$ cat config.mk
export PLATFORM = sky130hd
export DESIGN_NAME = prv664_flush_sequencer
export DESIGN_NICKNAME = d
export VERILOG_FILES = /design/src/rtl/prv664_flush_sequencer.sv
export SDC_FILE = /design/constraint.sdc
export NUM_CORES = 1
export LEC_CHECK = 0
export ABC_AREA = 1
export ABC_CLOCK_PERIOD_IN_PS = 2050
export BUFFER_PORTS_ARGS = -buffer_cell sky130_fd_sc_hd__buf_4
export CORE_MARGIN = 1.5
export CORE_UTILIZATION = 43
export CTS_CLUSTER_DIAMETER = 50
export CTS_CLUSTER_SIZE = 14
export DETAILED_ROUTE_END_ITERATION = 10
export GPL_ROUTABILITY_DRIVEN = 1
export GPL_TIMING_DRIVEN = 0
export PLACE_DENSITY = 0.77
export SKIP_LAST_GASP = 1
export SLEW_MARGIN = 15
export SYNTH_ARGS = -nofsm -noshare
export SYNTH_HDL_FRONTEND = slang
export SYNTH_SLANG_ARGS = --single-unit
$ cat constraint.sdc
create_clock -name clk_i -period 2.05 [get_ports clk_i]
set_input_delay 0.1025 -clock clk_i [delete_from_list [all_inputs] [get_ports clk_i]]
set_output_delay 0.1025 -clock clk_i [all_outputs]
set_load 0.02 [all_outputs]
$ cat src/rtl/prv664_flush_sequencer.sv
// Commit-stage flush front end: arbitrates CSR and commit flush requests and
// sequences fence.i through LSU drain, D-cache writeback and I-cache invalidate.
module prv664_flush_sequencer #(
    parameter int unsigned XLEN = 64
) (
    input  logic            clk_i,
    input  logic            srst_i,
    input  logic            instr_flush_req,
    input  logic [XLEN-1:0] instr_flush_pc,
    input  logic            instr_fencei,
    input  logic            csr_flush_req,
    input  logic [XLEN-1:0] csr_flush_pc,
    input  logic            csr_hold_req,
    input  logic            lsu_idle_i,
    output logic            dcache_wb_req_o,
    input  logic            dcache_wb_ack_i,
    output logic            icache_inv_req_o,
    input  logic            icache_inv_ack_i,
    output logic            flush_o,
    output logic [XLEN-1:0] newpc_o,
    output logic            flushbpu_o,
    output logic            hold_o,
    output logic            busy_o
);

    typedef enum logic [2:0] {
        ST_IDLE  = 3'd0,
        ST_DRAIN = 3'd1,
        ST_WB    = 3'd2,
        ST_INV   = 3'd3,
        ST_FLUSH = 3'd4
    } state_t;

    state_t          state, state_nxt;
    logic [XLEN-1:0] tgt_pc, tgt_pc_nxt;
    logic            bpu_f, bpu_f_nxt;
    logic            csr_pend, csr_pend_nxt;
    logic            seq_busy;

    // State and flush-target registers
    always_ff @(posedge clk_i) begin
        if (srst_i) begin
            state    <= ST_IDLE;
            tgt_pc   <= '0;
            bpu_f    <= 1'b0;
            csr_pend <= 1'b0;
        end else begin
            state    <= state_nxt;
            tgt_pc   <= tgt_pc_nxt;
            bpu_f    <= bpu_f_nxt;
            csr_pend <= csr_pend_nxt;
        end
    end

    // Next-state, target capture and state-decoded outputs
    always_comb begin
        state_nxt        = state;
        tgt_pc_nxt       = tgt_pc;
        bpu_f_nxt        = bpu_f;
        csr_pend_nxt     = csr_pend;
        seq_busy         = 1'b0;
        dcache_wb_req_o  = 1'b0;
        icache_inv_req_o = 1'b0;
        flush_o          = 1'b0;
        flushbpu_o       = 1'b0;
        busy_o           = 1'b1;

        case (state)
            ST_IDLE: begin
                busy_o = 1'b0;
                if (csr_flush_req) begin
                    tgt_pc_nxt = csr_flush_pc;
                    bpu_f_nxt  = 1'b0;
                    state_nxt  = ST_FLUSH;
                end else if (instr_flush_req) begin
                    tgt_pc_nxt = instr_flush_pc;
                    bpu_f_nxt  = instr_fencei;
                    state_nxt  = instr_fencei ? ST_DRAIN : ST_FLUSH;
                end
            end
            ST_DRAIN: begin
                seq_busy = 1'b1;
                if (lsu_idle_i) state_nxt = ST_WB;
            end
            ST_WB: begin
                seq_busy        = 1'b1;
                dcache_wb_req_o = 1'b1;
                if (dcache_wb_ack_i) state_nxt = ST_INV;
            end
            ST_INV: begin
                seq_busy         = 1'b1;
                icache_inv_req_o = 1'b1;
                if (icache_inv_ack_i) state_nxt = ST_FLUSH;
            end
            ST_FLUSH: begin
                flush_o      = 1'b1;
                flushbpu_o   = bpu_f;
                bpu_f_nxt    = 1'b0;
                csr_pend_nxt = 1'b0;
                state_nxt    = ST_IDLE;
            end
            default: begin
                state_nxt = ST_IDLE;
            end
        endcase

        // A trap raised mid-sequence retargets the flush; the cache sequence still finishes
        if (seq_busy && csr_flush_req) begin
            csr_pend_nxt = 1'b1;
            tgt_pc_nxt   = csr_flush_pc;
        end
    end

    assign newpc_o = tgt_pc;
    assign hold_o  = csr_hold_req | seq_busy;

    csr_pend_idle_a: assert property (@(posedge clk_i) disable iff (srst_i)
        (state == ST_IDLE) |-> !csr_pend);

endmodule

==> results.tsv, run 1 <==
stage	metric	value	unit
worst_hold_path	hp-start	instr_flush_pc[63]	
setup_path	crit_path_end_kind	register	
synth	yosysTopAreaCellShare	0.345	
setup_path	critPathSlowestCell	dlygate4sd3_1	
worst_hold_path	whs_path_depth	5	
sta	finalHoldWorstSlack	0.0782	ns
layout	insertedDiodeCount	0	
global_routing	grt_pass1_vias	4467	
sta	setup_viol	0	
sta	layout_min_cycle_time	1.68	ns
detailed_routing	ant_nets	0	
setup_path	start_kind	primary input	
synth	syn_nets	810	
clock_tree	clk_latency	0.33	ns
synth	synthesis.area	3940	sq um
clock_tree	cts_repair_resize_count	0	
setup_path	reg2reg_slack	0.53	ns
synth	yosysMostFrequentCell	nand2_1	
sta	tns	0	ns
setup_path	reg2reg_from	state[2]	
synth	synth-async-reset-ratio	0	
outcome	status	finished with violations	
synth	synth.distinct_cells	18	
placed_design	pre_cts_ws	0.555	ns
power	p_per_area	1520	nW/um^2
setup_path	cp_cell_sequence	dlygate4sd3_1 > buf_4 > inv_1 > clkbuf_1 > buf_1 > nand2_1 > nor2_1	
sta	tightest_slew	0.543	ns
synth	yosysSeqAreaShare	0.345	
clock_tree	htreeDepth	3	
synth	dominantRegCellSynth	dfxtp_1	
synth	synth_edf_count	0	
layout	area_growth_syn_to_layout	47.4	%
clock_tree	tritoncts	yes	
detailed_routing	vias	4804	
sta	fin_crit_sh	0.820	
setup_path	slowest_delay	0.53	ns
setup_path	worst-r2r-cell-count	7	
detailed_routing	routed_wl	12.6	mm
clock_tree	clk_pin_slew	0.07	ns
floorplan	die_y	98.8	um
synth	synthTopCellsByCount	nand2_1, nor2_1, inv_1	
clock_tree	cts_buffer_depth	2	
synth	synth.area.top_cells	dfxtp_1, nand2_1, nand3_1, a21oi_1, nor2_1	
floorplan	fp.dieW	98.8	um
synth	ys_seq_elements	68	
synth	netlist_instances	673	
placed_design	io_buffer_count	206	
sta	fmax	595	MHz
sta	skew	0.00530	ns
synth	synth.largest_area_cell	dfxtp_1	
power	power.leakage	3.30	nW
sta	hold_violations	0	
worst_hold_path	hold_path_class	in -> reg	
setup_path	timing.critical_path.required	2.31	ns
setup_path	cp.arrival	1.95	ns
setup_path	path_class	in -> reg	
setup_path	cp_top_family	buffers and inverters	
detailed_routing	drt-wirelength-per-cell	12.6	um
clock_tree	numCtsBuffers	9	
global_routing	overflow	0	
outcome	violations	DRC	
sta	maxSlewViolCount	0	
floorplan	start_util	0.448	
floorplan	io_pins	207	
setup_path	reg2reg_to	newpc_o[23]	
setup_path	path_max_fanout	10	
floorplan	coreArea	8810	sq um
detailed_routing	via_per_inst	4.79	
clock_tree	cts.sinks	68	
synth	syn_area_per_cell	5.86	sq um
layout	nets	1028	
global_routing	grt_pass1_wl	20.4	mm
clock_tree	cts_root_buf	clkbuf_8	
sta	worst_slack	0.369	ns
placed_design	place_congestion	0.852	
sta	rsz0062_at_grt	no	
layout	drive_gt1_frac	0.289	
job	cap_violations	0	
sta	relSlewSlack	0.638	
global_routing	antenna_found_initial	0	
synth	yosysWarnings	0	
setup_path	path_buf_inv	5	
global_routing	track_usage	0.257	
detailed_routing	drc	12	
placed_design	dp_hpwl	9.71	mm
power	ir_drop	0.000742	V
detailed_routing	drtPass1Iterations	8	
worst_hold_path	min_to	newpc_o[63]	
detailed_routing	dr.first_iter.drc_count	180	
floorplan	num_rows	34	
floorplan	die_area	9750	sq um
global_routing	grt_max_degree	11	
-- metal layers --
layer / global-route usage / vias to the layer above / share of wire
li1: - / 2486 / -
met1: 0.315 / 2129 / 0.42
met2: 0.453 / 171 / 0.49
met3: 0.0468 / 18 / 0.068
met4: 0.0879 / 0 / 0.019
met5: 0 / - / 0
-- layout by cell type (no fill, tap or decap) --
cell / instances
nand2_1: 267
buf_4: 215
nor2_1: 75
inv_1: 71
nand3_1: 69
dfxtp_1: 68
a21oi_1: 67
buf_2: 18
clkbuf_1: 13
clkbuf_8: 12
buf_6: 6
nor2_4: 2
buf_1: 2
clkinv_2: 2
or2_2: 1
nor3_1: 1
nand3b_4: 1
inv_2: 1
o21ai_0: 1
o22ai_1: 1
dlygate4sd3_1: 1
-- flip-flops by register name (all words and copies together) (netlist names) --
signal and cells:
newpc_o 64, bpu_f 1, state 3
-- worst min-delay path: cells and delay by family --
family / cells / cell delay (ns)
buf+inv: 1 / 0.08
compound gates: 1 / 0.03
simple gates: 3 / 0.17
-- cells by family after synthesis --
group                  count (synthesis)  synth area share
buffers and inverters                120             0.140
AOI/OAI and AO/OA                     69            0.0879
DFF                                   68             0.345
and+or+nand+nor                      416             0.427
-- cell type report --
cell class / count / area, sq um
Inverter: 72 / 270
Buffer: 48 / 282
Sequential cell: 68 / 1360
Clock inverter: 2 / 10.0
Tap cell: 108 / 135
Fill cell: 793 / 3000
Timing Repair Buffer: 207 / 1560
Multi-Input combinational cell: 485 / 2030
Clock buffer: 12 / 165
-- timing repair --
item	in CTS	in global routing
hold buffers	1	0
buffers inserted	0	0
hold endpoints to repair	2	0
-- how the worst max path moves through the flow --
stage	startpoint	to	slack (ns)	depth (start not counted)
3_5_place_dp	state[2]	newpc_o[23]	0.56	7
5_1_grt	srst_i	newpc_o[24]	0.17	7
3_3_place_gp	srst_i	newpc_o[9]	0.61	6
4_1_cts	srst_i	newpc_o[30]	0.39	7
6_report	srst_i	newpc_o[11]	0.37	7
2_1_floorplan	state[1]	newpc_o[0]	0.79	7
-- stage by stage --
step           instances  total power, mW  instance area, sq um  utilization
6_report            1002             8.82                  5810        0.660
4_1_cts             1002             8.83                  5810        0.660
3_3_place_gp         987             7.65                  5620        0.639
2_1_floorplan        673             5.81                  3940            -
3_5_place_dp         987             7.80                  5620        0.639
5_1_grt             1002             9.49                  5810        0.660
-- power by group --
part           total (mW)  switching (mW)  internal, mW
Sequential           2.42           0.406          2.01
Clock                1.01           0.487         0.522
Combinational        5.40            3.20          2.20
Total                8.82            4.09          4.73
No activity file was read; power rests on OpenSTA's default activity.
==> run 2, diff against run 1 <==
--- a/config.mk
+++ b/config.mk
@@ -6,10 +6,10 @@
 export NUM_CORES = 1
 export LEC_CHECK = 0
 export ABC_AREA = 1
-export ABC_CLOCK_PERIOD_IN_PS = 2050
+export ABC_CLOCK_PERIOD_IN_PS = 1400
 export BUFFER_PORTS_ARGS = -buffer_cell sky130_fd_sc_hd__buf_4
 export CORE_MARGIN = 1.5
-export CORE_UTILIZATION = 43
+export CORE_UTILIZATION = 41
 export CTS_CLUSTER_DIAMETER = 50
 export CTS_CLUSTER_SIZE = 14
 export DETAILED_ROUTE_END_ITERATION = 10
==> constraint.sdc (replaced) <==
create_clock -name clk_i -period 1.4 [get_ports clk_i]
set_input_delay 0.07 -clock clk_i [delete_from_list [all_inputs] [get_ports clk_i]]
set_output_delay 0.07 -clock clk_i [all_outputs]
set_load 0.02 [all_outputs]
==> run 2 against run 1 <==
  * The flow now finishes without violations
  * Final cell count is 2.7% higher
  * Non-clock buffer count is 4 higher
  * Die area is 4.7% higher
  * Routed wire length is 1.7% higher
  * Clock power is 77% higher
  * Power is 53% higher
  * Combinational power is 51% higher
  * Global-route usage is 1.1 points lower
  * Count of clock-buffer cells in the layout stayed put
  * Critical path type is now reg -> out
  * Critical endpoint is now hold_o
==> results.tsv, run 2 (synthesis gave the netlist of run 1 again) <==
stage	metric	value	unit
outcome	status	finished, final reports clean	
floorplan	die_area	10200	sq um
clock_tree	htreeDepth	3	
layout	fin_util	0.645	
layout	largest_reg_flops	64	
clock_tree	tritoncts	yes	
sta	worst_slack	0.0284	ns
clock_tree	numCtsBuffers	9	
setup_path	cp.arrival	1.30	ns
setup_path	critPathSlowestCell	dfxtp_4	
floorplan	io_pins	207	
setup_path	crit_top_cell	nor2_4	
placed_design	pre_cts_ws	-0.0899	ns
power	ir_drop	0.00126	V
placed_design	dp_hpwl	9.59	mm
sta	layout_min_cycle_time	1.37	ns
detailed_routing	vias	4867	
placed_design	place_congestion	0.879	
power	power.leakage	3.36	nW
detailed_routing	drt-wirelength-per-cell	12.5	um
sta	maxSlewViolCount	0	
floorplan	die_y	101	um
global_routing	grt_pass1_vias	4514	
layout	drive_gt1_frac	0.307	
floorplan	start_util	0.425	
layout	area_growth_syn_to_layout	51.9	%
detailed_routing	drtPass1Iterations	4	
layout	nets	1032	
floorplan	coreArea	9280	sq um
setup_path	timing.critical_path.required	1.33	ns
floorplan	num_rows	35	
sta	tightest_slew	0.615	ns
sta	setup_viol	0	
placed_design	place_area	5650	sq um
clock_tree	clk_pin_slew	0.08	ns
power	p_per_area	2250	nW/um^2
setup_path	crit_path_end_kind	output pin	
job	cap_violations	0	
setup_path	path_class	reg -> out	
global_routing	antenna_found_initial	0	
placed_design	io_buffer_count	206	
global_routing	overflow	0	
clock_tree	clk_latency	0.33	ns
worst_hold_path	hold_path_class	in -> reg	
detailed_routing	drc	0	
sta	skew	0.00580	ns
layout	fin_cells	1029	
clock_tree	cts.sinks	68	
layout	insertedDiodeCount	0	
detailed_routing	routed_wl	12.9	mm
sta	hold_violations	0	
setup_path	slowest_delay	0.35	ns
setup_path	path_max_fanout	4	
detailed_routing	dr.first_iter.drc_count	170	
sta	fmax	729	MHz
global_routing	grt_pass1_wl	20.2	mm
setup_path	start_kind	register	
clock_tree	cts_buffer_depth	2	
sta	relSlewSlack	0.590	
detailed_routing	ant_nets	0	
global_routing	track_usage	0.247	
global_routing	grt_max_degree	12	
sta	rsz0062_at_grt	yes	
layout	final_cell_mix	nand2_1, buf_4, nor2_1, inv_1, nand3_1	
detailed_routing	via_per_inst	4.73	
clock_tree	cts_root_buf	clkbuf_8	
layout	fin_area	5990	sq um
placed_design	placedCellCount	1008	
sta	finalHoldWorstSlack	0.0515	ns
setup_path	cp_cell_sequence	nor2_4 > nor2_4 > or2_4 > buf_6	
floorplan	fp.dieW	101	um
sta	fin_crit_sh	0.980	
layout	final_common_cell	nand2_1	
[run 2: worst paths after layout]
check / to / slack (ns) / from / cells past startpoint
hold / removal: newpc_o[4] / 0.05 / instr_flush_pc[4] / 5
setup reg to reg: newpc_o[53] / 0.04 / state[0] / 7
hold reg to reg: newpc_o[38] / 0.55 / newpc_o[38] / 4
setup / recovery: hold_o / 0.03 / state[1] / 4
[run 2: report_power, final]
part | switching [mW] | internal (mW)
registers | 0.592 | 2.96
clock network | 0.742 | 1.05
logic | 4.74 | 3.41
total | 6.08 | 7.42
[run 2: area by class of cell]
cell class	instances	area (sq um)
Fill cell	892	3300
Inverter	72	270
Clock buffer	12	145
Sequential cell	68	1370
Clock inverter	4	72.6
Timing Repair Buffer	211	1590
Buffer	48	308
Multi-Input combinational cell	485	2070
Tap cell	129	161
[run 2: critical path, delay by kind of cell (launching register included)]
family | cells | cell delay (ns)
AND/OR/NAND/NOR | 3 | 0.48
flip-flops | 1 | 0.35
buffers and inverters | 1 | 0.13
[run 2: stage by stage]
| stage | power, mW | setup TNS, ns |
|---|---|---|
| final | 13.5 | 0 |
| after global routing | 14.6 | -0.126 |
| after CTS | 13.3 | -0.0117 |
| after detailed placement | 11.4 | -3.07 |
| after global placement | 11.2 | -0.767 |
| after floorplan | 8.51 | 0 |
[run 2: layer usage]
layer	track usage	wire length [um]
met4	0.0865	262
met2	0.440	6290
met3	0.0444	835
met1	0.295	5470
met5	0	0
[run 2: timing repair]
| item | in CTS | in global routing |
|---|---|---|
| resized for setup | 9 | 23 |
| hold endpoints to repair | 2 | 0 |
| setup endpoints to repair | 63 | 64 |
| pin swaps | 1 | 2 |
| setup buffers | 2 | 1 |
| cloned | 0 | 1 |
| hold buffers | 1 | 0 |
